## src/rtl/cla_pkg.sv

```systemverilog
// Shared constants for the pipelined carry-lookahead adder/subtractor:
// default group size, add/sub mode encodings and saturation bounds.
package cla_pkg;

  localparam int CLA_GROUP = 4;

  localparam logic MODE_ADD = 1'b0;
  localparam logic MODE_SUB = 1'b1;

  // Saturation bounds are returned 64 bits wide; callers keep the low WIDTH bits.
  function automatic logic [63:0] sat_max_pos(input int width);
    return (64'd1 << (width - 1)) - 64'd1;
  endfunction

  function automatic logic [63:0] sat_min_neg(input int width);
    return 64'd1 << (width - 1);
  endfunction

endpackage

```

## src/rtl/pipelined_cla_addsub_group.sv

```systemverilog
// GROUP-bit combinational carry-lookahead group: per-bit sum plus group
// generate/propagate for the slice-level carry chain.
module cla_group
  import cla_pkg::*;
#(
  parameter int GROUP = CLA_GROUP
) (
  input  logic [GROUP-1:0] a,
  input  logic [GROUP-1:0] b,
  input  logic             cin,
  output logic [GROUP-1:0] sum,
  output logic             g,
  output logic             p
);

  logic [GROUP-1:0] gi_s;
  logic [GROUP-1:0] pi_s;
  logic [GROUP-1:0] c_s;
  logic             carry_s;

  assign gi_s = a & b;
  assign pi_s = a | b;

  // in-group carries and group generate
  always_comb begin
    c_s     = {GROUP{1'b0}};
    g       = 1'b0;
    carry_s = cin;
    for (int i = 0; i < GROUP; i++) begin
      c_s[i]  = carry_s;
      carry_s = gi_s[i] | (pi_s[i] & carry_s);
      g       = gi_s[i] | (pi_s[i] & g);
    end
  end

  assign p   = &pi_s;
  assign sum = a ^ b ^ c_s;

endmodule

```

## src/rtl/pipelined_cla_addsub.sv

```systemverilog
// Pipelined carry-lookahead adder/subtractor: one WIDTH/STAGES slice per stage,
// carry registered between slices, valid/ready handshake with full backpressure.
module pipelined_cla_addsub
  import cla_pkg::*;
#(
  parameter int WIDTH  = 16,
  parameter int STAGES = 2,
  parameter int GROUP  = CLA_GROUP,
  parameter int SAT_EN = 1
) (
  input  logic             clk,
  input  logic             rst,
  input  logic             in_valid,
  output logic             in_ready,
  input  logic [WIDTH-1:0] in_a,
  input  logic [WIDTH-1:0] in_b,
  input  logic             in_sub,
  input  logic             in_sat,
  output logic             out_valid,
  input  logic             out_ready,
  output logic [WIDTH-1:0] out_sum,
  output logic             out_cout,
  output logic             out_ovf
);

  localparam int SLICE = WIDTH / STAGES;
  localparam int NGRP  = SLICE / GROUP;
  localparam int LAST  = STAGES - 1;

  localparam logic [63:0]      MAX_POS_W = sat_max_pos(WIDTH);
  localparam logic [63:0]      MIN_NEG_W = sat_min_neg(WIDTH);
  localparam logic [WIDTH-1:0] MAX_POS   = MAX_POS_W[WIDTH-1:0];
  localparam logic [WIDTH-1:0] MIN_NEG   = MIN_NEG_W[WIDTH-1:0];

  if ((WIDTH % (STAGES * GROUP)) != 0) begin : g_param_check
    $fatal(1, "pipelined_cla_addsub: WIDTH must be a multiple of STAGES*GROUP");
  end

  logic [STAGES-1:0] valid_s;
  logic [STAGES-1:0] adv_s;

  // stage k advances when empty or when its successor advances
  always_comb begin
    adv_s       = {STAGES{1'b0}};
    adv_s[LAST] = !valid_s[LAST] || out_ready;
    for (int i = LAST - 1; i >= 0; i--) begin
      adv_s[i] = !valid_s[i] || adv_s[i+1];
    end
  end

  assign in_ready = adv_s[0];

  for (genvar k = 0; k < STAGES; k++) begin : g_stage
    // Only the operand bits not yet consumed travel down the pipe.
    localparam int HI_W = WIDTH - k * SLICE;

    logic [HI_W-1:0]        a_src_s;
    logic [HI_W-1:0]        b_src_s;
    logic                   cin_s;
    logic                   sat_src_s;
    logic                   vld_src_s;
    logic [SLICE-1:0]       ssum_s;
    logic                   slice_cout_s;
    logic [(k+1)*SLICE-1:0] acc_sum_s;

    if (k == 0) begin : g_head
      assign a_src_s   = in_a;
      assign b_src_s   = (in_sub == MODE_ADD) ? in_b : ~in_b;
      assign cin_s     = (in_sub == MODE_SUB);
      assign sat_src_s = in_sat && (SAT_EN != 0);
      assign vld_src_s = in_valid;
      assign acc_sum_s = ssum_s;
    end else begin : g_body
      assign a_src_s   = g_stage[k-1].g_mid.a_r;
      assign b_src_s   = g_stage[k-1].g_mid.b_r;
      assign cin_s     = g_stage[k-1].g_mid.cy_r;
      assign sat_src_s = g_stage[k-1].g_mid.sat_r;
      assign vld_src_s = g_stage[k-1].g_mid.vld_r;
      assign acc_sum_s = {ssum_s, g_stage[k-1].g_mid.sum_r};
    end

    for (genvar g = 0; g < NGRP; g++) begin : g_grp
      logic grp_cin_s;
      logic gg_s;
      logic gp_s;

      if (g == 0) begin : g_c0
        assign grp_cin_s = cin_s;
      end else begin : g_cn
        assign grp_cin_s = g_grp[g-1].gg_s | (g_grp[g-1].gp_s & g_grp[g-1].grp_cin_s);
      end

      cla_group #(.GROUP(GROUP)) u_grp (
        .a   (a_src_s[g*GROUP +: GROUP]),
        .b   (b_src_s[g*GROUP +: GROUP]),
        .cin (grp_cin_s),
        .sum (ssum_s[g*GROUP +: GROUP]),
        .g   (gg_s),
        .p   (gp_s)
      );
    end

    assign slice_cout_s = g_grp[NGRP-1].gg_s | (g_grp[NGRP-1].gp_s & g_grp[NGRP-1].grp_cin_s);

    if (k < LAST) begin : g_mid
      logic                   vld_r;
      logic                   cy_r;
      logic                   sat_r;
      logic [HI_W-SLICE-1:0]  a_r;
      logic [HI_W-SLICE-1:0]  b_r;
      logic [(k+1)*SLICE-1:0] sum_r;

      // intermediate stage register: finished low slices plus skewed upper operands
      always_ff @(posedge clk or posedge rst) begin
        if (rst) begin
          vld_r <= 1'b0;
          cy_r  <= 1'b0;
          sat_r <= 1'b0;
          a_r   <= {(HI_W-SLICE){1'b0}};
          b_r   <= {(HI_W-SLICE){1'b0}};
          sum_r <= {((k+1)*SLICE){1'b0}};
        end else if (adv_s[k]) begin
          vld_r <= vld_src_s;
          if (vld_src_s) begin
            cy_r  <= slice_cout_s;
            sat_r <= sat_src_s;
            a_r   <= a_src_s[HI_W-1:SLICE];
            b_r   <= b_src_s[HI_W-1:SLICE];
            sum_r <= acc_sum_s;
          end
        end
      end

      assign valid_s[k] = vld_r;
    end else begin : g_tail
      logic             cmsb_s;
      logic             ovf_s;
      logic [WIDTH-1:0] res_s;

      // Carry into the MSB recovered from the MSB sum and its operand bits.
      assign cmsb_s = acc_sum_s[WIDTH-1] ^ a_src_s[HI_W-1] ^ b_src_s[HI_W-1];
      assign ovf_s  = cmsb_s ^ slice_cout_s;

      // clamp toward the sign of A on signed overflow
      always_comb begin
        res_s = acc_sum_s;
        if (sat_src_s && ovf_s) begin
          if (!a_src_s[HI_W-1]) begin
            res_s = MAX_POS;
          end else begin
            res_s = MIN_NEG;
          end
        end else begin
          res_s = acc_sum_s;
        end
      end

      // output register, held while the consumer stalls
      always_ff @(posedge clk or posedge rst) begin
        if (rst) begin
          out_valid <= 1'b0;
          out_sum   <= {WIDTH{1'b0}};
          out_cout  <= 1'b0;
          out_ovf   <= 1'b0;
        end else if (adv_s[k]) begin
          out_valid <= vld_src_s;
          if (vld_src_s) begin
            out_sum  <= res_s;
            out_cout <= slice_cout_s;
            out_ovf  <= ovf_s;
          end
        end
      end

      assign valid_s[k] = out_valid;
    end
  end

endmodule

```

## config.mk

```make
export PLATFORM = sky130hd
export DESIGN_NAME = pipelined_cla_addsub
export DESIGN_NICKNAME = d
export VERILOG_FILES = /design/src/rtl/cla_pkg.sv /design/src/rtl/pipelined_cla_addsub_group.sv /design/src/rtl/pipelined_cla_addsub.sv
export SDC_FILE = /design/constraint.sdc
export NUM_CORES = 1
export LEC_CHECK = 0
export CAP_MARGIN = 20
export CORE_UTILIZATION = 46
export DETAILED_ROUTE_END_ITERATION = 6
export GPL_TIMING_DRIVEN = 0
export MAX_ROUTING_LAYER = met4
export PLACE_DENSITY = 0.72
export SLEW_MARGIN = 20
export SYNTH_ARGS = -nofsm -noshare
export SYNTH_HDL_FRONTEND = slang
export SYNTH_HIERARCHICAL = 1
export SYNTH_SLANG_ARGS = --single-unit
```

## constraint.sdc

```tcl
create_clock -name clk -period 5.95 [get_ports clk]
set_input_delay 0.595 -clock clk [delete_from_list [all_inputs] [get_ports clk]]
set_output_delay 0.595 -clock clk [all_outputs]
set_load 0.02 [all_outputs]
```

==> impl_metrics.yaml, run 1 <==
setup_path:
  end_kind: "flop"
  crit_path_top_delay_cell: "clkdlybuf4s50_1"
  arrival_ps: 4620
  startpoint: "in_sub"
  cpPeakStageDelay_ps: 480
  required_ps: 6140
  crit_chain: "clkdlybuf4s50_1 > clkbuf_1 > buf_2 > xor2_1 > inv_1 > ha_1 > nor4_1 > a21o_1 > inv_1 > fa_1 > fa_1 > fa_1 > xnor2_1 > mux2_2"
  r2r_start: "g_stage[0].g_mid.a_r[1]"
  critical_path_class: "input port to flop"
  critical_path.most_common_cell: "fa_1"
  critical-path-top-delay-family: "buffers and inverters"
  startpoint_type: "input port"
  crit_buf_inv: 5
  crit_fanout: 10
min_path:
  hold_path_class: "flop to flop"
  hp-start: "g_stage[0].g_mid.vld_r"
cts:
  cts-htree-levels: 2
  clkSinkCount: 46
  cts_setup_buffers: 0
  cts_tree: "built"
  cts.clk_slew.worst_paths_ps: 80
  numCtsBuffers: 5
  cts_root_buffer: "clkbuf_8"
  clock_path_buffers: 2
  hold_buffers: 0
  clk_latency_ps: 300
  cts_resized: 0
sta:
  slew_headroom_pct: 63.3
  period_minus_slack_ps: 4430
  finalHoldViolations: 0
  timing.final.crit_share_pct: 74.4
  setup-violations-final: 0
  tns_ps: 0
  drv_slew: 0
  skew_ps: 7.25
  rsz0062_at_grt: "no"
  tightest_slew_ps: 545
  max_freq_mhz: 226
floorplan:
  start_util_pct: 48.0
  die_h_um: 83.9
  top_level_ports: 58
  die_area_mm2: 0.00703
  fp.coreArea_mm2: 0.00642
  row_count: 29
  die_x_um: 83.9
global_routing:
  track_usage_pct: 19.2
  grt_overflow: 0
  grt_pass1_vias: 2204
  grt_max_degree: 25
  grt_pass1_wl_um: 10300
  antenna_found_initial: 0
cells_and_area:
  drive_gt1_share_pct: 11.5
  layout_commonest_cell: "clkdlybuf4s50_1"
  num-nets-final: 447
  diodes: 0
  syn2layout_area_growth_pct: 26.0
  post-route-util_pct: 60.5
  mostFrequentLayoutCells: "57 x clkdlybuf4s50_1, 53 x inv_1, 46 x dfrtp_1"
placed_design:
  port_buffers: 57
  gp_congestion: 0.845
  dpl.hpwl_um: 4590
yosys:
  synthesis.area_mm2: 0.00308
  synthCells: 300
  synth.avg_cell_area_um2: 10.3
  synth_nets: 382
  yosysUniqueCellTypes: 28
  ys_seq_area_share_pct: 37.4
  synth_seq_cells: 46
  yosysWarnings: 6
power:
  ir_drop_mv: 0.169
  p_total_mw: 1.39
  powerDensity_mw_per_mm2: 359
  p_leak_nw: 1.81
status:
  status: "finished, violations left"
  violations: "design-rule violations"
route:
  routed_wl_um: 5960
  via_count: 2214
  ant_nets: 0
  avgViaCountPerCell: 5.00
  drc: 2
  dr.pass1.iters: 6
  wl_per_cell_um: 13.4
  drt_iter0_markers: 84
run:
  cap_violations: 0
[state kept, by name, summed over array words and instances (netlist names)]
| signal | cells |
|---|---|
| out_sum | 16 |
| g_stage.g_mid.a_r | 8 |
| g_stage.g_mid.b_r | 8 |
| g_stage.g_mid.sum_r | 8 |
| g_stage.g_mid.cy_r | 1 |
| g_stage.g_mid.sat_r | 1 |
| g_stage.g_mid.vld_r | 1 |
| out_cout | 1 |
| out_ovf | 1 |
| out_valid | 1 |
[Yosys cell counts (all sizes together)]
cell | count | area share (%)
o31ai | 4 | 0.97
xnor2 | 14 | 4.0
nor2 | 17 | 2.1
a31oi | 1 | 0.20
xor2 | 11 | 3.1
nand3b | 2 | 0.49
and2 | 2 | 0.41
o22ai | 15 | 5.1
fa | 12 | 7.8
clkinv | 4 | 0.49
nand2 | 10 | 1.2
nor4 | 4 | 0.81
a21oi | 11 | 2.2
buf | 5 | 1.4
o31a | 1 | 0.28
inv | 54 | 6.6
o21ai | 25 | 4.1
clkbuf | 7 | 0.85
a21o | 2 | 0.49
nand2b | 3 | 0.61
mux2 | 18 | 6.6
ha | 32 | 13
dfrtp | 46 | 37
[layout make-up]
class / instances / area, um2
multi-input cells: 184 / 1640
flip-flops and latches: 46 / 1150
fillers: 540 / 2540
clock buffers: 7 / 76.3
inverters: 58 / 218
plain buffers: 12 / 70.1
repair buffers: 58 / 598
well taps: 77 / 96.3
clock inverters: 1 / 30.0
[report_power, final]
part	internal (mW)	switching (mW)	total, mW
clock	0.126	0.106	0.232
combinational	0.338	0.338	0.677
sequential	0.411	0.0731	0.484
total	0.875	0.518	1.39
[kinds of logic (layout without fill, tap and decap cells)]
family | count (synthesis) | after routing | synth area share [%]
AOI/OAI and AO/OA | 59 | 59 | 13.2
muxes | 18 | 18 | 6.58
and+or+nand+nor | 38 | 38 | 5.60
DFF | 46 | 46 | 37.4
buffers and inverters | 70 | 136 | 9.34
adders and majority gates | 44 | 44 | 20.8
xor gates and xnor gates | 25 | 25 | 7.11
[final timing paths]
kind / to / slack, ps / depth (start not counted)
worst min-delay path: out_valid / 490 / 1
min in group asynchronous: g_stage[0].g_mid.a_r[3] / 650 / 2
worst min register to register: out_valid / 490 / 1
max in group asynchronous: out_sum[15] / 4800 / 3
worst max-delay path: g_stage[0].g_mid.sum_r[7] / 1520 / 14
worst max register to register: out_sum[8] / 1950 / 18
[per-layer routing]
layer	vias to the layer above	GRT usage (%)	routed length (um)
li1	1080	-	-
met1	1085	24.1	2700
met2	42	31.4	2970
met3	7	3.56	204
met4	0	6.58	87
met5	-	-	0
[per-stage QoR]
step	hold slack, ps	worst slack (ps)	instances	instance area (um2)
after floorplan	449	2170	300	3080
after detailed placement	474	1170	435	3780
after CTS	494	1470	443	3880
final	486	1520	443	3880
after global placement	462	1260	434	3750
after global routing	510	1200	443	3880
(Power assumes the default switching activity.)
==> run 2, diff against run 1 <==
==> constraint.sdc (replaced) <==
create_clock -name clk -period 4.19 [get_ports clk]
set_input_delay 0.419 -clock clk [delete_from_list [all_inputs] [get_ports clk]]
set_output_delay 0.419 -clock clk [all_outputs]
set_load 0.02 [all_outputs]
==> run 2 against run 1 <==
- the run still ends with design-rule violations left
- sequential power rose by 42%
- critical path depth rose by 2
- combinational power rose by 43%
- final area rose by 0.35%
- wire length fell by 1.2%
- critical path type is now flop to flop
- largest cell class unchanged
- highest routed layer unchanged
==> impl_metrics.yaml, run 2 (synthesis gave the netlist of run 1 again) <==
sta:
  tightest_slew_ps: 543
  drv_slew: 0
  hold_slack_ps: 473
  setup_ws_ps: 301
  rsz0062_at_grt: "no"
  slew_headroom_pct: 63.8
  period_minus_slack_ps: 3890
  max_freq_mhz: 257
  setup-violations-final: 0
  finalHoldViolations: 0
  timing.final.crit_share_pct: 92.8
  skew_ps: 8.27
floorplan:
  top_level_ports: 58
  fp.coreArea_mm2: 0.00642
  start_util_pct: 48.0
  die_x_um: 83.9
  die_h_um: 83.9
  row_count: 29
  die_area_mm2: 0.00703
cells_and_area:
  syn2layout_area_growth_pct: 26.4
  diodes: 0
  drive_gt1_share_pct: 12.0
  stdcell_count: 443
  num-nets-final: 447
  mostFrequentLayoutCells: "56 x clkdlybuf4s50_1, 53 x inv_1, 46 x dfrtp_1"
  largest_register_ffs: 16
  layout_commonest_cell: "clkdlybuf4s50_1"
  largest_register: "out_sum"
placed_design:
  gp_congestion: 0.845
  port_buffers: 57
  pre_cts_ws_ps: -410
  dpl.hpwl_um: 4590
  place_inst: 435
route:
  routed_wl_um: 5890
  wl_per_cell_um: 13.3
  avgViaCountPerCell: 5.00
  drt_iter0_markers: 87
  ant_nets: 0
  dr.pass1.iters: 6
  drc: 2
  via_count: 2213
setup_path:
  startpoint_type: "flop"
  crit_path_top_delay_cell: "fa_1"
  required_ps: 4370
  crit_buf_inv: 4
  critical_path.most_common_cell: "fa_1"
  critical_path_class: "flop to flop"
  arrival_ps: 4070
  end_kind: "flop"
  crit_chain: "inv_1 > ha_1 > nor4_1 > a21o_1 > inv_1 > fa_1 > fa_1 > fa_1 > xnor2_2 > xor2_1 > xor2_1 > xnor2_1 > and2_1 > buf_6 > buf_8 > o22ai_2"
  cpPeakStageDelay_ps: 420
  critical-path-top-delay-family: "adder cells"
  crit_fanout: 10
global_routing:
  antenna_found_initial: 0
  grt_pass1_wl_um: 10200
  grt_max_degree: 25
  track_usage_pct: 19.2
  grt_overflow: 0
  grt_pass1_vias: 2201
cts:
  cts-htree-levels: 2
  clkSinkCount: 46
  cts_root_buffer: "clkbuf_8"
  hold_buffers: 0
  clock_path_buffers: 2
  numCtsBuffers: 5
  cts_tree: "built"
  clk_latency_ps: 300
  cts.clk_slew.worst_paths_ps: 90
run:
  cap_violations: 0
status:
  violations: "design-rule violations"
  status: "finished, violations left"
min_path:
  hold_path_class: "input port to async pin"
power:
  ir_drop_mv: 0.238
  p_leak_nw: 1.82
  powerDensity_mw_per_mm2: 509
## run 2: changes by cell type in the layout (fill, tap and decap cells not counted)
cell and delta:
buf_4 +1, clkbuf_1 -1, clkdlybuf4s50_1 -1, dlymetal6s2s_1 +1
xnor2_1 -1, xnor2_2 +1
## run 2: metrics by stage
step	area, um2	TNS [ps]	total power [mW]	util [%]
after floorplan	3080	0	1.32	-
after global placement	3750	-618	1.63	58.4
after detailed placement	3780	-792	1.66	58.8
after CTS	3880	0	1.99	60.4
after global routing	3900	0	2.13	60.7
final	3900	0	1.98	60.7
## run 2: timing repair
| action | CTS | global route |
|---|---|---|
| resized for setup | 0 | 2 |
| setup buffers | 0 | 1 |
| endpoints found under the setup margin | 2 | 13 |
| pin swaps | 0 | 1 |
## run 2: report_power, final
| group | switching, mW | internal (mW) |
|---|---|---|
| Combinational | 0.481 | 0.489 |
| Clock | 0.150 | 0.179 |
| Sequential | 0.103 | 0.584 |
| Total | 0.734 | 1.25 |
## run 2: layout make-up
class,count,area (um2)
Fill cell,539,2530
Multi-Input combinational cell,184,1650
Sequential cell,46,1150
Timing Repair Buffer,59,608
Inverter,58,218
Tap cell,77,96.3
Clock buffer,7,76.3
Buffer,11,66.3
Clock inverter,1,30.0
## run 2: layer usage
metal	vias to the layer above	track usage (%)	share of wire, %
met5	-	-	0
met4	0	6.58	1.3
met3	5	3.56	3.8
met2	49	31.4	50
met1	1080	24.1	45
li1	1079	-	-
## run 2: final timing paths
kind                                         start                 endpoint  slack (ps)  depth (start not counted)
max                        g_stage[0].g_mid.a_r[1]               out_sum[8]         300                         16
min                                            rst  g_stage[0].g_mid.a_r[3]         470                          2
max reg2reg                g_stage[0].g_mid.a_r[1]               out_sum[8]         300                         16
min reg2reg                 g_stage[0].g_mid.vld_r                out_valid         490                          1
max in group asynchronous                      rst              out_sum[15]        3210                          3
min in group clk            g_stage[0].g_mid.vld_r                out_valid         490                          1
